## config.mk

```make
export PLATFORM = sky130hd
export DESIGN_NAME = cic_decimator
export DESIGN_NICKNAME = d
export VERILOG_FILES = /design/src/rtl/dsp_pkg.sv /design/src/rtl/cic_comb.sv /design/src/rtl/cic_decimator.sv
export SDC_FILE = /design/constraint.sdc
export NUM_CORES = 2
export LEC_CHECK = 0
export ABC_AREA = 1
export BUFFER_PORTS_ARGS = -buffer_cell sky130_fd_sc_hd__buf_2
export CAP_MARGIN = 20
export CORE_MARGIN = 5
export CORE_UTILIZATION = 55
export DETAILED_ROUTE_END_ITERATION = 8
export PLACE_DENSITY = 0.67
export SYNTH_ARGS = -nofsm -noshare
export SYNTH_HDL_FRONTEND = slang
export SYNTH_SLANG_ARGS = --single-unit
```

## constraint.sdc

```tcl
create_clock -name clk_i -period 64.7 [get_ports clk_i]
set_input_delay 6.47 -clock clk_i [delete_from_list [all_inputs] [get_ports clk_i]]
set_output_delay 6.47 -clock clk_i [all_outputs]
set_load 0.03 [all_outputs]
```

## src/rtl/dsp_pkg.sv

```systemverilog
// Shared constants and sizing helpers for the DSP chain.
// The decimator uses them to derive its internal accumulator width.
package dsp_pkg;

    // Largest decimation exponent accepted by default; larger requests clamp here.
    localparam int CIC_DEFAULT_MAX_RATE_LOG2 = 6;

    // Bit growth of an N-stage CIC is N*log2(R), so this width never loses MSBs.
    function automatic int cic_acc_width(input int data_w, input int order, input int max_rate_log2);
        return data_w + order * max_rate_log2;
    endfunction

endpackage

```

## src/rtl/cic_comb.sv

```systemverilog
// One registered comb stage (differential delay 1) for N parallel channels.
// A sideband word travels with each valid sample.
module cic_comb #(
    parameter int N  = 2,
    parameter int W  = 34,
    parameter int SW = 3
) (
    input  logic                clk_i,
    input  logic                rst_i,
    input  logic                en_i,
    input  logic                valid_i,
    input  logic [N-1:0][W-1:0] data_i,
    input  logic [SW-1:0]       side_i,
    output logic                valid_o,
    output logic [N-1:0][W-1:0] data_o,
    output logic [SW-1:0]       side_o
);

    logic                valid_q, valid_d;
    logic [N-1:0][W-1:0] dly_q, dly_d;
    logic [N-1:0][W-1:0] out_q, out_d;
    logic [SW-1:0]       side_q, side_d;

    always_comb begin
        valid_d = valid_q;
        dly_d   = dly_q;
        out_d   = out_q;
        side_d  = side_q;
        if (en_i) begin
            valid_d = valid_i;
            if (valid_i) begin
                for (int ch = 0; ch < N; ch++) begin
                    out_d[ch] = data_i[ch] - dly_q[ch];
                    dly_d[ch] = data_i[ch];
                end
                side_d = side_i;
            end
        end
    end

    always_ff @(posedge clk_i or posedge rst_i) begin
        if (rst_i) begin
            valid_q <= 1'b0;
            dly_q   <= '0;
            out_q   <= '0;
            side_q  <= '0;
        end else begin
            valid_q <= valid_d;
            dly_q   <= dly_d;
            out_q   <= out_d;
            side_q  <= side_d;
        end
    end

    assign valid_o = valid_q;
    assign data_o  = out_q;
    assign side_o  = side_q;

endmodule

```

## src/rtl/cic_decimator.sv

```systemverilog
// Multichannel CIC decimator: ORDER integrators, 2^rate decimation, ORDER combs,
// then a gain-normalising arithmetic right shift by ORDER*rate.
module cic_decimator
    import dsp_pkg::*;
#(
    parameter int IQ_NUM        = 2,
    parameter int DATA_WIDTH    = 16,
    parameter int ORDER         = 3,
    parameter int MAX_RATE_LOG2 = CIC_DEFAULT_MAX_RATE_LOG2
) (
    input  logic                                 clk_i,
    input  logic                                 rst_i,
    input  logic                                 en_i,
    input  logic [$clog2(MAX_RATE_LOG2+1)-1:0]   rate_log2_i,
    input  logic                                 tvalid_i,
    input  logic [IQ_NUM-1:0][DATA_WIDTH-1:0]    tdata_i,
    output logic                                 tvalid_o,
    output logic [IQ_NUM-1:0][DATA_WIDTH-1:0]    tdata_o
);

    localparam int ACC_WIDTH = cic_acc_width(DATA_WIDTH, ORDER, MAX_RATE_LOG2);
    localparam int RW        = $clog2(MAX_RATE_LOG2 + 1);
    localparam int CW        = (MAX_RATE_LOG2 > 0) ? MAX_RATE_LOG2 : 1;

    // Handshake: a sample is taken whenever en_i & tvalid_i; there is no ready, the
    // upstream is never stalled, and tvalid_o is a one-cycle strobe while en_i is high.
    logic accept;
    logic group_end;
    logic [RW-1:0] rate_in, cur_rate;
    logic [CW:0]   one_hot;
    logic [CW-1:0] last_cnt;

    logic [IQ_NUM-1:0][ORDER-1:0][ACC_WIDTH-1:0] integ_q, integ_d;
    logic [ACC_WIDTH-1:0]                        integ_carry;
    logic [CW-1:0]                               cnt_q, cnt_d;
    logic [RW-1:0]                               rate_q, rate_d;
    logic                                        dec_valid_q, dec_valid_d;
    logic [IQ_NUM-1:0][ACC_WIDTH-1:0]            dec_data_q, dec_data_d;
    logic [RW-1:0]                               dec_rate_q, dec_rate_d;
    logic                                        out_valid_q, out_valid_d;
    logic [IQ_NUM-1:0][DATA_WIDTH-1:0]           out_data_q, out_data_d;

    logic [ORDER:0]                   comb_valid;
    logic [IQ_NUM-1:0][ACC_WIDTH-1:0] comb_data [0:ORDER];
    logic [RW-1:0]                    comb_rate [0:ORDER];
    logic signed [ACC_WIDTH-1:0]      shifted;
    int                               shift_amt;

    // A group's first sample compares against the live rate; later samples use the latched one.
    always_comb begin
        accept    = en_i & tvalid_i;
        rate_in   = (rate_log2_i > RW'(MAX_RATE_LOG2)) ? RW'(MAX_RATE_LOG2) : rate_log2_i;
        cur_rate  = (cnt_q == '0) ? rate_in : rate_q;
        one_hot   = (CW+1)'(1) << cur_rate;
        last_cnt  = one_hot[CW-1:0] - CW'(1);
        group_end = (cnt_q == last_cnt);
        cnt_d     = cnt_q;
        rate_d    = rate_q;
        if (accept) begin
            if (cnt_q == '0) begin
                rate_d = rate_in;
            end
            cnt_d = group_end ? '0 : cnt_q + CW'(1);
        end
    end

    // Integrators wrap modulo 2^ACC_WIDTH; the combs undo the wrap exactly.
    always_comb begin
        integ_d     = integ_q;
        integ_carry = '0;
        for (int ch = 0; ch < IQ_NUM; ch++) begin
            integ_carry = ACC_WIDTH'($signed(tdata_i[ch]));
            for (int k = 0; k < ORDER; k++) begin
                integ_carry = integ_q[ch][k] + integ_carry;
                if (accept) begin
                    integ_d[ch][k] = integ_carry;
                end
            end
        end
    end

    always_comb begin
        dec_valid_d = dec_valid_q;
        dec_data_d  = dec_data_q;
        dec_rate_d  = dec_rate_q;
        if (en_i) begin
            dec_valid_d = accept & group_end;
            if (accept & group_end) begin
                for (int ch = 0; ch < IQ_NUM; ch++) begin
                    dec_data_d[ch] = integ_d[ch][ORDER-1];
                end
                dec_rate_d = cur_rate;
            end
        end
    end

    assign comb_valid[0] = dec_valid_q;
    assign comb_data[0]  = dec_data_q;
    assign comb_rate[0]  = dec_rate_q;

    for (genvar k = 0; k < ORDER; k++) begin : g_comb
        cic_comb #(
            .N  (IQ_NUM),
            .W  (ACC_WIDTH),
            .SW (RW)
        ) u_comb (
            .clk_i   (clk_i),
            .rst_i   (rst_i),
            .en_i    (en_i),
            .valid_i (comb_valid[k]),
            .data_i  (comb_data[k]),
            .side_i  (comb_rate[k]),
            .valid_o (comb_valid[k+1]),
            .data_o  (comb_data[k+1]),
            .side_o  (comb_rate[k+1])
        );
    end

    // Gain is R^ORDER = 2^(ORDER*rate), so a floor shift normalises exactly.
    always_comb begin
        out_valid_d = out_valid_q;
        out_data_d  = out_data_q;
        shift_amt   = ORDER * int'(comb_rate[ORDER]);
        shifted     = '0;
        if (en_i) begin
            out_valid_d = comb_valid[ORDER];
            if (comb_valid[ORDER]) begin
                for (int ch = 0; ch < IQ_NUM; ch++) begin
                    shifted        = $signed(comb_data[ORDER][ch]) >>> shift_amt;
                    out_data_d[ch] = shifted[DATA_WIDTH-1:0];
                end
            end
        end
    end

    always_ff @(posedge clk_i or posedge rst_i) begin
        if (rst_i) begin
            integ_q     <= '0;
            cnt_q       <= '0;
            rate_q      <= '0;
            dec_valid_q <= 1'b0;
            dec_data_q  <= '0;
            dec_rate_q  <= '0;
            out_valid_q <= 1'b0;
            out_data_q  <= '0;
        end else begin
            integ_q     <= integ_d;
            cnt_q       <= cnt_d;
            rate_q      <= rate_d;
            dec_valid_q <= dec_valid_d;
            dec_data_q  <= dec_data_d;
            dec_rate_q  <= dec_rate_d;
            out_valid_q <= out_valid_d;
            out_data_q  <= out_data_d;
        end
    end

    assign tvalid_o = out_valid_q;
    assign tdata_o  = out_data_q;

endmodule

```

==> implementation parameters <==
Parameter                              Value

Logic synthesis
  Post-synthesis register bit count ... 738
  Unique masters post-synth ... 51
  Post-Syn Instances ... 7138
  Net count of the mapped netlist ... 7593
  Yosys warns ... 0
  Netlist Area Pre-Place ... 0.0519 mm²
  Share of synthesized area occupied by flip-flops and latches ... 35.6%
  Mapped Avg Cell Area ... 7.27 µm²

STA
  Maximum achievable frequency ... 85.1 MHz
  Count of endpoints failing hold in the final timing report ... 0
  Unrepaired setup endpoints after global routing ... no
  Worst slew margin relative to its limit ... 30.8%
  Fin Setup TNS ... 0 ns
  Worst clock skew ... 0.0325 ns
  Post-layout min period ... 11.75 ns
  Transition at the pin with the smallest max-transition slack ... 1.04 ns
  Period utilisation layout ... 18.2%
  Count of endpoints failing setup in the final report ... 0
  Count of pins over their slew limit ... 0

Critical path
  CP Max Fanout ... 5
  Critical Path RT ... 65.20 ns
  Critical Path End Type ... flip-flop
  Reg-to-reg critical path startpoint ... integ_q[0]$_DFFE_PP0P_
  Timing startpoint of the critical path ... tdata_i[0]
  Critical Path Source Type ... primary input
  Arrival time at the worst endpoint ... 12.25 ns
  Start-to-end type of the worst setup path ... in -> reg

Drt
  DRC errors left ... 0
  Number of detailed-route iterations in the first pass ... 6
  Iteration-0 DRC count of the detailed router ... 2937
  Number of antenna-violating nets in the routed design ... 0
  Total via count after detailed routing ... 45600
  Total wire length ... 128000 µm
  Via-to-Cell Ratio ... 5.41
  Average wire length per cell after detail routing ... 15.2 µm

Final layout
  Finished layout cell area ... 0.0561 mm²
  Area Growth Syn to Fin ... 8.16%
  Post-Route Utilization ... 60.0%
  Most frequent cells in the layout ... 1933 x sky130_fd_sc_hd__nand2_1, 812 x sky130_fd_sc_hd__o21ai_0, 774 x sky130_fd_sc_hd__inv_1
  # fillers ... 8921
  Most frequent standard cell in the layout excluding fill and tap cells ... sky130_fd_sc_hd__nand2_1
  Share of layout cells above drive strength 1 ... 5.74%
  Number of nets at the end of the flow ... 7566

Clock network
  Total setup buffers inserted after CTS ... 0
  H-tree levels ... 3
  Clock root buffer master ... sky130_fd_sc_hd__clkbuf_16
  Clk pin slew, worst setup/hold paths ... 0.06 ns
  Num CTS Buffers ... 85
  Total of hold buffers inserted after clock tree synthesis ... 0
  Sinks on the clock net ... 738
  Maximum number of buffers from clock root to sink ... 3
  Clock tree from TritonCTS ... done
  Source-to-sink clock delay at the later pin of the worst-skew pair ... 0.67 ns
  Quantity of gates resized following cts ... 0

Global route
  GR Overflow Total ... 0
  Number of global-route vias before repair ... 44300
  Number of antenna violations at the first check in global routing ... 2
  Gr usage total ... 25.5%
  Global-route wire length before repair ... 216000 µm
  Maximum number of pins on one net before global-route repair ... 118

Placed design
  GPL Wtd Cong ... 0.921
  Count of input and output buffers ... 71
  Placed inst area ... 0.0532 mm²
  Placed wire-length estimate ... 97400 µm

Die
  Initial Utilization ... 55.5%
  Die Height ... 317 µm
  Number of cell rows ... 112
  Placeable core region ... 0.0935 mm²
  Die X-Extent ... 317 µm
  Full die area ... 0.101 mm²
  Boundary Pins ... 72

Min path
  Path category of the worst min-delay check ... reg -> reg
  Origin of the worst min-delay path ... integ_q[15]$_DFFE_PP0P_

Run
  Max-cap violations ... 0

Run status
  Outcome ... completed
[registers in the layout, indices dropped and copies added (netlist names), 3 cells and up]
signal,count
cnt_q,6
comb_data,68
dec_rate_q,3
g_comb.u_comb.data_o,204
g_comb.u_comb.dly_q,204
g_comb.u_comb.side_o,9
g_comb.u_comb.valid_o,3
integ_q,204
rate_q,3
tdata_o,32
[cell usage after synthesis, drive strengths merged]
cell,count,area share [%]
a22oi,1,0.014
a221o,1,0.019
buf,47,0.52
o311ai,3,0.051
xnor2,109,1.8
nor3,67,0.66
clkinv,2,0.014
nand3,299,2.9
o21bai,30,0.43
mux2i,13,0.25
o211a,1,0.019
and2,3,0.036
a31oi,136,1.6
nand3b,8,0.12
nand2,1937,14
o211ai,49,0.71
inv,784,5.7
a21oi,502,4.8
clkbuf,169,1.2
nand4,44,0.53
and3,1,0.012
a21o,45,0.65
a31o,5,0.084
o2111a,1,0.022
nor3b,2,0.048
nor4,20,0.24
a221oi,23,0.39
xor2,159,2.7
o221ai,14,0.24
o31ai,3,0.043
o21a,19,0.27
nor2,470,3.4
o21ai,867,8.7
a21boi,26,0.38
a2111oi,4,0.068
fa,13,0.50
a211oi,7,0.10
or2,105,1.3
o221a,3,0.065
ha,403,9.7
o2111ai,2,0.034
o22ai,3,0.036
dfrtp,738,36
[metrics by stage]
step | instances | hold slack (ns) | setup slack (ns)
3_5_place_dp | 8278 | 0.470 | 52.22
4_1_cts | 8431 | 0.484 | 52.87
5_1_grt | 8431 | 0.502 | 52.17
3_3_place_gp | 8278 | 0.462 | 52.32
6_report | 8433 | 0.478 | 52.95
2_1_floorplan | 7138 | 0.442 | 37.52
[per-layer routing]
layer	vias to the layer above	global-route usage [%]	wire length, µm
li1	23700	-	-
met1	20800	35.1	60700
met2	796	42.4	58100
met3	273	2.67	4220
met4	0	8.86	4770
met5	-	0	0
[final timing paths]
check	to	slack, ns	cells after the start
setup / recovery	integ_q[98]$_DFF_PP0_	52.95	27
hold / removal	integ_q[15]$_DFFE_PP0P_	0.48	2
setup reg to reg	integ_q[98]$_DFF_PP0_	58.48	26
hold reg to reg	integ_q[15]$_DFFE_PP0P_	0.48	2
max in group asynchronous	integ_q[60]$_DFFE_PP0P_	55.09	6
min in group asynchronous	g_comb[2].u_comb.data_o[41]$_DFFE_PP0P_	5.93	2
[area by class of cell]
class | count | area [µm²] | share of cell area, %
multi-input cells | 5398 | 29600 | 52.7
clock buffers | 117 | 2440 | 4.35
repair buffers | 102 | 588 | 1.05
diodes | 2 | 5.00 | 0.00892
flip-flops and latches | 738 | 18500 | 32.9
inverters | 786 | 2970 | 5.29
well taps | 1254 | 1570 | 2.80
clock inverters | 36 | 484 | 0.863
[cells by family (layout without fill, tap and decap cells)]
kind of cell / after synthesis / after routing / share of synthesized area, %
flops: 738 / 738 / 35.6
xor+xnor: 268 / 268 / 4.52
simple gates: 2956 / 2956 / 23.2
compound gates: 1745 / 1745 / 18.8
buf+inv: 1002 / 1041 / 7.43
mux: 13 / 13 / 0.251
fa+ha+maj: 416 / 416 / 10.2
other cells: 0 / 2 / 0
[worst max-delay path, stage by stage]
cell	delay, ns
sky130_fd_sc_hd__buf_2	0.08
sky130_fd_sc_hd__ha_1	0.15
sky130_fd_sc_hd__inv_1	0.05
sky130_fd_sc_hd__fa_1	0.40
sky130_fd_sc_hd__o21ai_0	0.32
sky130_fd_sc_hd__a21oi_1	0.15
sky130_fd_sc_hd__o21ai_0	0.39
sky130_fd_sc_hd__nand2_1	0.09
sky130_fd_sc_hd__nand2_1	0.13
sky130_fd_sc_hd__xor2_1	0.23
sky130_fd_sc_hd__ha_1	0.32
sky130_fd_sc_hd__a21oi_1	0.21
sky130_fd_sc_hd__inv_1	0.05
sky130_fd_sc_hd__a31oi_1	0.12
sky130_fd_sc_hd__a21boi_0	0.48
sky130_fd_sc_hd__o21ai_0	0.25
sky130_fd_sc_hd__a21boi_0	0.31
sky130_fd_sc_hd__xnor2_1	0.15
sky130_fd_sc_hd__ha_1	0.36
sky130_fd_sc_hd__nand2_1	0.14
sky130_fd_sc_hd__nor4_1	0.36
sky130_fd_sc_hd__nand2_1	0.09
sky130_fd_sc_hd__o211ai_1	0.36
sky130_fd_sc_hd__nand3_1	0.12
sky130_fd_sc_hd__o211ai_1	0.12
sky130_fd_sc_hd__xor2_1	0.22
sky130_fd_sc_hd__o21ai_0	0.11
Power is not shown: default switching activity piles up to over one toggle a cycle in this logic, so the estimate is an artifact.
